## src/rtl/battle_pkg.sv

```systemverilog
// Shared types and constants for the battle display path.
//   HP_W        : width of every HP quantity (current, max, displayed)
//   NUM_W       : width of the bar-width dividend (disp_hp * BAR_W)
//   bar_color_t : HP bar colour code driven to the sprite stage
//   hp_state_t  : hp_bar_anim controller states
//   hp_color()  : colour classification of disp_hp against max HP, no divide
package battle_pkg;

  localparam int HP_W  = 8;
  localparam int NUM_W = 15;

  typedef enum logic [1:0] {
    GREEN  = 2'd0,
    YELLOW = 2'd1,
    RED    = 2'd2
  } bar_color_t;

  typedef enum logic [2:0] {
    S_IDLE = 3'd0,
    S_WAIT = 3'd1,
    S_STEP = 3'd2,
    S_DIV  = 3'd3,
    S_FIN  = 3'd4
  } hp_state_t;

  // Threshold tests are done as 2*hp > max (above half) and 5*hp > max
  // (above a fifth) so no divider is needed. max == 0 means there is no
  // meaningful ratio, so the bar is shown empty and red.
  function automatic bar_color_t hp_color(input logic [HP_W-1:0] hp,
                                          input logic [HP_W-1:0] max_v);
    logic [HP_W+2:0] hp2;
    logic [HP_W+2:0] hp5;
    logic [HP_W+2:0] mx;
    bar_color_t      c;
    hp2 = {2'b00, hp, 1'b0};
    hp5 = {3'b000, hp} + {1'b0, hp, 2'b00};
    mx  = {3'b000, max_v};
    if (max_v == '0) begin
      c = RED;
    end else if (hp2 > mx) begin
      c = GREEN;
    end else if (hp5 > mx) begin
      c = YELLOW;
    end else begin
      c = RED;
    end
    return c;
  endfunction

endpackage

```

## src/rtl/hp_div.sv

```systemverilog
// Sequential restoring divider, NUM_W-bit dividend by HP_W-bit divisor.
// Ports:
//   Clk, Reset : clock, asynchronous active-high reset
//   start      : one-Clk request; num/den are captured on this edge
//   num        : dividend (NUM_W bits)
//   den        : divisor (HP_W bits), zero allowed
//   quo        : quotient, valid while valid is high
//   valid      : one-Clk pulse when quo holds the finished result
//
// Handshake: start is a fire-and-forget request with no ready; a start
// while a division is running abandons it and begins the new one. valid is
// a one-cycle pulse, NUM_W Clk after start for a non-zero divisor, and one
// Clk after start when den == 0 (quotient forced to 0).
module hp_div
  import battle_pkg::*;
(
  input  logic             Clk,
  input  logic             Reset,
  input  logic             start,
  input  logic [NUM_W-1:0] num,
  input  logic [HP_W-1:0]  den,
  output logic [NUM_W-1:0] quo,
  output logic             valid
);

  logic [HP_W-1:0]  rem_q;
  logic [HP_W-1:0]  den_q;
  logic [NUM_W-1:0] q_q;
  logic [3:0]       cnt_q;
  logic             run_q;

  logic [HP_W-1:0]  src_rem;
  logic [NUM_W-1:0] src_q;
  logic [HP_W-1:0]  den_use;
  logic [HP_W:0]    shifted;
  logic [HP_W-1:0]  rem_nxt;
  logic [NUM_W-1:0] q_nxt;

  // One restoring iteration. The start edge already performs the first
  // iteration on the incoming operands, so NUM_W iterations finish NUM_W
  // edges after start and the result is ready on the NUM_W-th cycle.
  always_comb begin
    src_rem = start ? '0  : rem_q;
    src_q   = start ? num : q_q;
    den_use = start ? den : den_q;
    shifted = {src_rem, src_q[NUM_W-1]};
    if (shifted >= {1'b0, den_use}) begin
      rem_nxt = 8'(shifted - {1'b0, den_use});
      q_nxt   = {src_q[NUM_W-2:0], 1'b1};
    end else begin
      rem_nxt = shifted[HP_W-1:0];
      q_nxt   = {src_q[NUM_W-2:0], 1'b0};
    end
  end

  always_ff @(posedge Clk or posedge Reset) begin
    if (Reset) begin
      rem_q <= '0;
      den_q <= '0;
      q_q   <= '0;
      cnt_q <= '0;
      run_q <= 1'b0;
      valid <= 1'b0;
    end else begin
      valid <= 1'b0;
      if (start) begin
        den_q <= den;
        if (den == '0) begin
          rem_q <= '0;
          q_q   <= '0;
          cnt_q <= '0;
          run_q <= 1'b0;
          valid <= 1'b1;
        end else begin
          rem_q <= rem_nxt;
          q_q   <= q_nxt;
          cnt_q <= 4'd1;
          run_q <= 1'b1;
        end
      end else if (run_q) begin
        rem_q <= rem_nxt;
        q_q   <= q_nxt;
        cnt_q <= cnt_q + 4'd1;
        if (cnt_q == 4'(NUM_W - 1)) begin
          run_q <= 1'b0;
          valid <= 1'b1;
        end
      end
    end
  end

  assign quo = q_q;

endmodule

```

## src/rtl/hp_bar_anim.sv

```systemverilog
// HP bar animator for one combatant. Walks the displayed HP toward the
// battle register value one unit per STEP_FRAMES frame ticks and converts
// it into a filled bar width and a colour.
// Ports:
//   Clk, Reset : clock, asynchronous active-high reset
//   frame_tick : one-Clk pulse per video frame, only counted in S_WAIT
//   load       : snap disp_hp to target_hp and recompute the bar (any state)
//   target_hp  : HP value to display
//   max_hp     : max HP of the combatant (0 allowed)
//   disp_hp    : HP currently shown
//   bar_px     : floor(disp_hp*BAR_W/max_hp), clamped to BAR_W
//   bar_color  : 0 green, 1 yellow, 2 red
//   busy       : high whenever the controller is outside S_IDLE
//   done       : one-Clk pulse when the display has settled on the target
//   state_dbg  : current controller state
module hp_bar_anim
  import battle_pkg::*;
#(
  parameter int BAR_W       = 48,
  parameter int STEP_FRAMES = 2
) (
  input  logic            Clk,
  input  logic            Reset,
  input  logic            frame_tick,
  input  logic            load,
  input  logic [HP_W-1:0] target_hp,
  input  logic [HP_W-1:0] max_hp,
  output logic [HP_W-1:0] disp_hp,
  output logic [6:0]      bar_px,
  output logic [1:0]      bar_color,
  output logic            busy,
  output logic            done,
  output hp_state_t       state_dbg
);

  localparam logic [NUM_W-1:0] BAR_W_N   = NUM_W'(BAR_W);
  localparam logic [6:0]       BAR_W_PX  = 7'(BAR_W);
  localparam logic [3:0]       STEP_LAST = 4'(STEP_FRAMES - 1);

  hp_state_t       state_q, state_d;
  logic [HP_W-1:0] disp_d;
  logic [HP_W-1:0] tgt_q, tgt_d;
  logic [HP_W-1:0] max_q, max_d;
  logic [3:0]      fcnt_q, fcnt_d;
  logic [6:0]      px_d;
  bar_color_t      color_q, color_d;
  logic            done_d;

  logic             div_start;
  logic [NUM_W-1:0] div_num;
  logic [NUM_W-1:0] div_quo;
  logic             div_valid;

  // The divider is fed from the next-state values so the division starts on
  // the same edge that enters S_DIV.
  assign div_num = {{(NUM_W-HP_W){1'b0}}, disp_d} * BAR_W_N;

  hp_div u_div (
    .Clk   (Clk),
    .Reset (Reset),
    .start (div_start),
    .num   (div_num),
    .den   (max_d),
    .quo   (div_quo),
    .valid (div_valid)
  );

  always_comb begin
    state_d   = state_q;
    disp_d    = disp_hp;
    tgt_d     = tgt_q;
    max_d     = max_q;
    fcnt_d    = fcnt_q;
    px_d      = bar_px;
    color_d   = color_q;
    done_d    = 1'b0;
    div_start = 1'b0;
    if (load) begin
      // Snap overrides everything, including a division in flight.
      state_d   = S_DIV;
      disp_d    = target_hp;
      tgt_d     = target_hp;
      max_d     = max_hp;
      div_start = 1'b1;
    end else begin
      case (state_q)
        S_IDLE: begin
          if (target_hp != disp_hp) begin
            tgt_d   = target_hp;
            max_d   = max_hp;
            fcnt_d  = '0;
            state_d = S_WAIT;
          end
        end
        S_WAIT: begin
          if (frame_tick) begin
            if (fcnt_q == STEP_LAST) begin
              fcnt_d  = '0;
              state_d = S_STEP;
            end else begin
              fcnt_d = fcnt_q + 4'd1;
            end
          end
        end
        S_STEP: begin
          if (tgt_q > disp_hp && disp_hp != '1) begin
            disp_d = disp_hp + 8'd1;
          end else if (tgt_q < disp_hp && disp_hp != '0) begin
            disp_d = disp_hp - 8'd1;
          end
          state_d   = S_DIV;
          div_start = 1'b1;
        end
        S_DIV: begin
          if (div_valid) begin
            px_d    = (div_quo > BAR_W_N) ? BAR_W_PX : div_quo[6:0];
            color_d = hp_color(disp_hp, max_q);
            state_d = S_FIN;
          end
        end
        S_FIN: begin
          if (disp_hp != tgt_q) begin
            fcnt_d  = '0;
            state_d = S_WAIT;
          end else if (target_hp != disp_hp) begin
            // Target moved while animating: continue toward the new value
            // without signalling done for the intermediate stop.
            tgt_d   = target_hp;
            max_d   = max_hp;
            fcnt_d  = '0;
            state_d = S_WAIT;
          end else begin
            done_d  = 1'b1;
            state_d = S_IDLE;
          end
        end
        default: state_d = S_IDLE;
      endcase
    end
  end

  always_ff @(posedge Clk or posedge Reset) begin
    if (Reset) begin
      state_q <= S_IDLE;
      disp_hp <= '0;
      tgt_q   <= '0;
      max_q   <= '0;
      fcnt_q  <= '0;
      bar_px  <= '0;
      color_q <= RED;
      busy    <= 1'b0;
      done    <= 1'b0;
    end else begin
      state_q <= state_d;
      disp_hp <= disp_d;
      tgt_q   <= tgt_d;
      max_q   <= max_d;
      fcnt_q  <= fcnt_d;
      bar_px  <= px_d;
      color_q <= color_d;
      busy    <= (state_d != S_IDLE);
      done    <= done_d;
    end
  end

  assign bar_color = color_q;
  assign state_dbg = state_q;

endmodule
```

## config.mk

```make
export PLATFORM = sky130hd
export DESIGN_NAME = hp_bar_anim
export DESIGN_NICKNAME = d
export VERILOG_FILES = /design/src/rtl/battle_pkg.sv /design/src/rtl/hp_div.sv /design/src/rtl/hp_bar_anim.sv
export SDC_FILE = /design/constraint.sdc
export NUM_CORES = 1
export LEC_CHECK = 0
export ABC_CLOCK_PERIOD_IN_PS = 5800
export BUFFER_PORTS_ARGS = -buffer_cell sky130_fd_sc_hd__buf_2
export CAP_MARGIN = 5
export CORE_MARGIN = 5
export CORE_UTILIZATION = 50
export DETAILED_ROUTE_END_ITERATION = 12
export GPL_TIMING_DRIVEN = 0
export PLACE_DENSITY = 0.68
export RECOVER_POWER = 25
export SETUP_SLACK_MARGIN = 0.05
export SYNTH_ARGS = -nofsm -noshare
export SYNTH_HDL_FRONTEND = slang
export SYNTH_HIERARCHICAL = 1
export SYNTH_SLANG_ARGS = --single-unit
```

## constraint.sdc

```tcl
create_clock -name Clk -period 5.8 [get_ports Clk]
set_clock_uncertainty 0.15 [all_clocks]
set_input_delay 0 -clock Clk [delete_from_list [all_inputs] [get_ports Clk]]
set_output_delay 0 -clock Clk [all_outputs]
set_load 0.01 [all_outputs]
```

# Word-level counts from Yosys, hierarchy flattened
# Cells that the tools add are included.
[word_totals] regBits=79 latchBits=0 mem_bits_rw=0 romBits=0 input_bits=20 output_inout_bits=22 word_cells=110 n_memories=0
[classes] addsub=6 mul=1 div_mod_pow=0 order_cmp=6 eq_ne=11 n_shift=0 mux=57 n_bitwise=1 n_reduce_logical=13
[op_table] cell="8-bit 2-to-1 mux" count=16
[op_table] cell="15-bit 2-to-1 mux" count=4
[op_table] cell="8-bit case mux with 2 select lines" count=2
[op_table] cell="4-bit 2-to-1 mux" count=6
[op_table] cell="1-bit 2-to-1 mux" count=18
[op_table] cell="8-bit zero test" count=2
[op_table] cell="8-bit inequality test" count=2
[op_table] cell="15-bit by 6-bit > comparator with 1-bit output, second input constant" count=1
[op_table] cell="3-bit 2-to-1 mux" count=5
[op_table] cell="3-bit case mux with 5 select lines" count=1
[op_table] cell="4-bit case mux with 3 select lines" count=1
[op_table] cell="8-bit by 10-bit adder with 11-bit output" count=1
[op_table] cell="11-bit by 8-bit > comparator with 1-bit output" count=1
[op_table] cell="8-bit by 2-bit multiplier with 10-bit output, second input constant" count=1
[op_table] cell="9-bit by 8-bit greater-or-equal comparator with 1-bit output" count=1
[op_table] cell="9-bit by 8-bit > comparator with 1-bit output" count=1
[op_table] cell="3-bit nonzero test" count=3
[op_table] cell="4-bit by 1-bit adder with 4-bit output, second input constant" count=2
[op_table] cell="8-bit by 1-bit adder with 8-bit output, second input constant" count=1
[op_table] cell="8-bit > comparator" count=1
[op_table] cell="8-bit less-than comparator" count=1
[op_table] cell="8-bit inequality test, second input constant" count=1
[op_table] cell="8-bit nonzero test" count=1
[op_table] cell="8-bit by 1-bit subtractor with 8-bit output, second input constant" count=1
[op_table] cell="other kinds (16)" count=21

# Logic depth before layout (Yosys ltp)
[depth] depth_word=12 ltp_mapped=20 mapped_depth_nobuf=19

# Modules after synthesis
# The synthesis kept the hierarchy.
[modules_own_cells] mod="hp_bar_anim" n_inst=1 cells_per_inst=368 area_each_um2=3364.5 seq_area_each_um2=1052.3
[modules_own_cells] mod="hp_div" n_inst=1 cells_per_inst=208 area_each_um2=2090.8 seq_area_each_um2=925.9

# Worst setup path before layout
# No wires, ideal clock.
[synth_path] path_kind="reg2reg" from="reg disp_hp[1]" to="reg u_div.rem_q[0]" setup_ps=126 arrival_ps=4131 t_required_ps=5524 setup_slack_ps=1393 path_stages_with_launch=19 n_path_buf=2 synth_period_minus_slack_ps=4407 path_cell_list="dfrtp_1 inv_1 ha_1 nand4_1 or2_4 nand2_1 nand2_1 o21ai_1 buf_2 nand2_1 o21ai_0 mux2i_1 ha_1 a21o_1 a221oi_4 a21oi_4 or2_0 buf_2 a221o_1"
[synth_between] elab_chain_len=10 elab_cells_between_ends=14
[synth_rtl] element="start, declared" line="hp_bar_anim.sv:28" rtl="output logic [HP_W-1:0] disp_hp,"
[synth_rtl] element="start signal, assigned" line="hp_bar_anim.sv:155" rtl="disp_hp <= disp_d;"
[synth_rtl] element="8-bit inequality test" line="hp_bar_anim.sv:88, hp_bar_anim.sv:125"
[synth_rtl] element="8-bit 2-to-1 mux" line="hp_bar_anim.sv:88, hp_bar_anim.sv:125"
[synth_rtl] element="8-bit 2-to-1 mux" line="hp_bar_anim.sv:122" rtl="if (disp_hp != tgt_q) begin"
[synth_rtl] element="8-bit case mux with 2 select lines *" line="hp_bar_anim.sv:86" rtl="case (state_q)"
[synth_rtl] element="8-bit 2-to-1 mux *" line="hp_bar_anim.sv:78" rtl="if (load) begin"
[synth_rtl] element="net max_d[3]" line="hp_bar_anim.sv:43" rtl="logic [HP_W-1:0] max_q, max_d;"
[synth_rtl] element="8-bit 2-to-1 mux"
[synth_rtl] element="9-bit by 8-bit greater-or-equal comparator with 1-bit output" line="hp_div.sv:47" rtl="if (shifted >= {1'b0, den_use}) begin"
[synth_rtl] element="8-bit 2-to-1 mux" line="hp_div.sv:47"
[synth_rtl] element="8-bit 2-to-1 mux, on equally long branches" line="hp_div.sv:80, hp_div.sv:68"
[synth_rtl] element="8-bit 2-to-1 mux *" line="hp_div.sv:66" rtl="if (start) begin"
[synth_rtl] element="end signal, assigned" line="hp_div.sv:75" rtl="rem_q <= rem_nxt;"
[synth_rtl] element="end signal, assigned" line="hp_div.sv:81" rtl="rem_q <= rem_nxt;"
[synth_rtl] element="end, declared" line="hp_div.sv:26" rtl="logic [HP_W-1:0] rem_q;"
# The timed path passes the listed nets; every way through them passes the cells marked *. The select of a mux whose other input is x is not followed.
# A chain may end at the register's enable or synchronous reset.

# Worst setup path after layout
# Ends and elaborated chain as after synthesis.

==> reports/qor.txt <==
Core outline area: 10700 µm²
Layout cells sized above 1: 0.122
Vias: 4653
Initial antenna violation count: 0
Grt total ovfl: 0
Htree depth: 3
Switching power: 0.630 mW
Max cap viols: 0
Routed Wire Length: 13.8 mm
Final setup violation count: 0
Tot Pwr: 1.82 mW
Syn_area_per_cell: 9.47 µm²
Peak fanout along the critical path: 11
Final Cycle Share: 0.930
Crit start category: flop
Setup crit end kind: flop
Critical path cell sequence: inv_1 > ha_1 > nand4_1 > or2_4 > nand2_1 > nand2_1 > o21ai_1 > clkbuf_1 > o21ai_0 > mux2i_1 > ha_1 > a21o_1 > a221oi_4 > a21oi_4 > or2_0 > buf_2 > a221o_1
Leakage: 2.89 nW
Synth cell count leaders: 78 x dfrtp_1, 61 x nand2_1, 53 x ha_1, 50 x o21ai_0, 35 x inv_1
Starting density of the core: 0.508
All-Layer GR Usage: 0.221
Largest net degree at the start of global routing: 43
Slowest stage cell on the critical path: dfrtp_1
Via density: 5.85
Clock power frac: 0.274
Max Buffers Root-to-Sink: 2
Area leader, netlist: dfrtp_1
Critical Path RT: 5.89 ns
CTS tree: built
Num rows: 38
Worst slew margin: 0.0563
Seq/Total Area, Yosys: 0.363
Buffer and inverter count on the worst path: 3
CP delay by family, top: compound AO/OA/AOI/OAI gates
Num ports: 42
Clock Latency Late Sink: 0.36 ns
RSZ-0062 raised after global routing: false
Post-Synthesis Cells: 576
Die Wd: 114 µm
Worst Tran Pin Value: 1.41 ns
Routability congestion estimate: 0.900
Outcome: finished, final reports clean
Area contributors post-synth: dfrtp_1 36%, ha_1 12%, mux2i_1 4.8%
Comb power frac: 0.344
Number of synthesized flops with an enable pin: 0
Post-route ant nets: 0
Pwr dens: 291 nW/µm²
CTS Buf Count: 9
Final critical-path required period: 5.40 ns
Worst hold path type: input port to async pin
Fin. Hold Viols: 0
Post-route DRC: 0
Vias in the first global route: 4773
Fraction of registers with async set/reset: 1.00
Reg clk slew, reported paths: 0.09 ns
Most frequent cell after synthesis: dfrtp_1
Ant diodes: 0
Sw Ratio: 0.346
Yosys top cell area share: 0.358
Sequential share of power: 0.382
Nets@finish: 727
Port bufs: 41
Maximum vdd ir drop: 155 µV
Crit path kind: flop to flop
Library cells used by synthesis: 78
Clock Tree Root: clkbuf_8
Arr. time, crit path: 5.49 ns
First-pass GRT wire length: 23.2 mm
Max Fclk: 185 MHz
HPWL after detailed placement: 10.4 mm
Peak per-stage delay on the critical path: 0.66 ns
Worst R2R Setup Slack: 0.40 ns
Post CTS Setup Buffer Count: 0
Yosys warnings: 6
1st-iter DRT viols: 358
Die ar.: 13100 µm²
Chip height: 114 µm
Layout Area Growth over Synthesis: 14.9%
Cell Area, Synth: 5460 µm²
First-pass DRT Iterations: 5
Ys flop type: dfrtp_1
Synth Register Bits: 79
CTS sink count: 79
Setup TNS: 0 ns
Int Pwr: 1.19 mW
DR WL/cell: 17.4 µm
Slew Limit Fails: 0
-- state kept, by name (all words and copies together) (netlist names) --
signal,count
bar_color,2
bar_px,7
busy,1
disp_hp,8
done,1
fcnt_q,4
max_q,8
state_dbg,3
tgt_q,8
u_div/cnt_q,4
u_div/den_q,8
u_div/quo,15
u_div/rem_q,8
u_div/run_q,1
u_div/valid,1
-- routing by layer --
| metal | share of wire | wire length, µm | vias to the layer above | global-route usage |
|---|---|---|---|---|
| li1 | - | - | 2228 | - |
| met1 | 0.43 | 5980 | 2254 | 0.270 |
| met2 | 0.50 | 6890 | 134 | 0.388 |
| met3 | 0.043 | 589 | 37 | 0.0333 |
| met4 | 0.027 | 378 | 0 | 0.0895 |
| met5 | 0 | 0 | - | 0 |
-- logic make-up after synthesis --
family / Yosys count / synth area share
xor+xnor: 30 / 0.0482
buf+inv: 59 / 0.0484
compound gates: 146 / 0.178
fa+ha+maj: 56 / 0.133
simple gates: 167 / 0.155
mux: 38 / 0.0745
other cells: 1 / 0.000687
flops: 79 / 0.363
-- area by class of cell --
class / count / area (µm²)
Timing Repair Buffer: 60 / 377
Buffer: 19 / 109
Clock buffer: 9 / 124
Tap cell: 140 / 175
Inverter: 40 / 155
Fill cell: 972 / 4480
Clock inverter: 7 / 120
Multi-Input combinational cell: 442 / 3230
Sequential cell: 79 / 1980
-- timing repair --
| item | 4_1_cts | 5_1_grt |
|---|---|---|
| endpoints found under the hold margin | 109 | 0 |
| hold buffers | 19 | 0 |
| endpoints found under the setup margin | 0 | 1 |
| gates resized for setup | 0 | 1 |
-- worst register-to-register path: cells and delay by family, from the launching register on --
family                   cells  cell delay [ns]
adder cells (fa/ha/maj)      2             0.71
multiplexers                 1             0.27
flip-flops                   1             0.66
AND/OR/NAND/NOR              5             0.80
buffers and inverters        3             0.86
AO/OA/AOI/OAI                6             1.84
-- worst paths after layout --
| kind | depth (start not counted) | end | start |
|---|---|---|---|
| max in group asynchronous | 3 | u_div/quo[10] | Reset |
| min in group Clk | 3 | max_q[0] | max_hp[0] |
| worst min register to register | 1 | bar_px[6] | bar_px[6] |
| worst min-delay path | 3 | bar_color[0] | Reset |
| worst max register to register | 17 | u_div/rem_q[0] | disp_hp[1] |
| worst max-delay path | 17 | u_div/rem_q[0] | disp_hp[1] |
-- power groups by stage --
stage / Sequential (mW) / Clock (mW) / Combinational, mW
floorplan: 0.690 / 0 / 0.468
global placement: 0.703 / 0 / 0.587
detailed placement: 0.707 / 0 / 0.610
CTS: 0.696 / 0.514 / 0.624
global route: 0.707 / 0.535 / 0.700
finish: 0.696 / 0.500 / 0.627
-- cell usage in the layout, fill, tap and decap left out, types with 4 or more instances in the layout --
cell	count
dfrtp_1	78
nor2_1	26
nor4_1	12
xnor2_1	23
inv_1	34
a211oi_1	4
nand4_1	10
clkbuf_1	22
o21ai_0	50
clkbuf_8	10
a21oi_1	22
ha_1	53
mux2i_1	26
and3_1	4
a21o_1	10
xor2_1	7
dlygate4sd3_1	20
inv_2	4
mux2_2	11
o21a_1	4
a22o_1	6
nor2b_1	12
nand3_1	10
buf_2	31
nand2_1	61
o211ai_1	10
nor3_1	6
conb_1	5
a31oi_1	4
-- through the flow --
stage,cells,utilization,hold slack [ns],worst slack (ns),area (µm²)
floorplan,580,-,-0.0332,1.39,5470
global placement,761,0.544,0.132,0.533,5850
detailed placement,761,0.544,0.0604,0.445,5850
CTS,796,0.585,0.217,0.427,6280
global route,796,0.583,0.310,0.0533,6270
finish,796,0.583,0.259,0.405,6270
(Power assumes the default switching activity.)
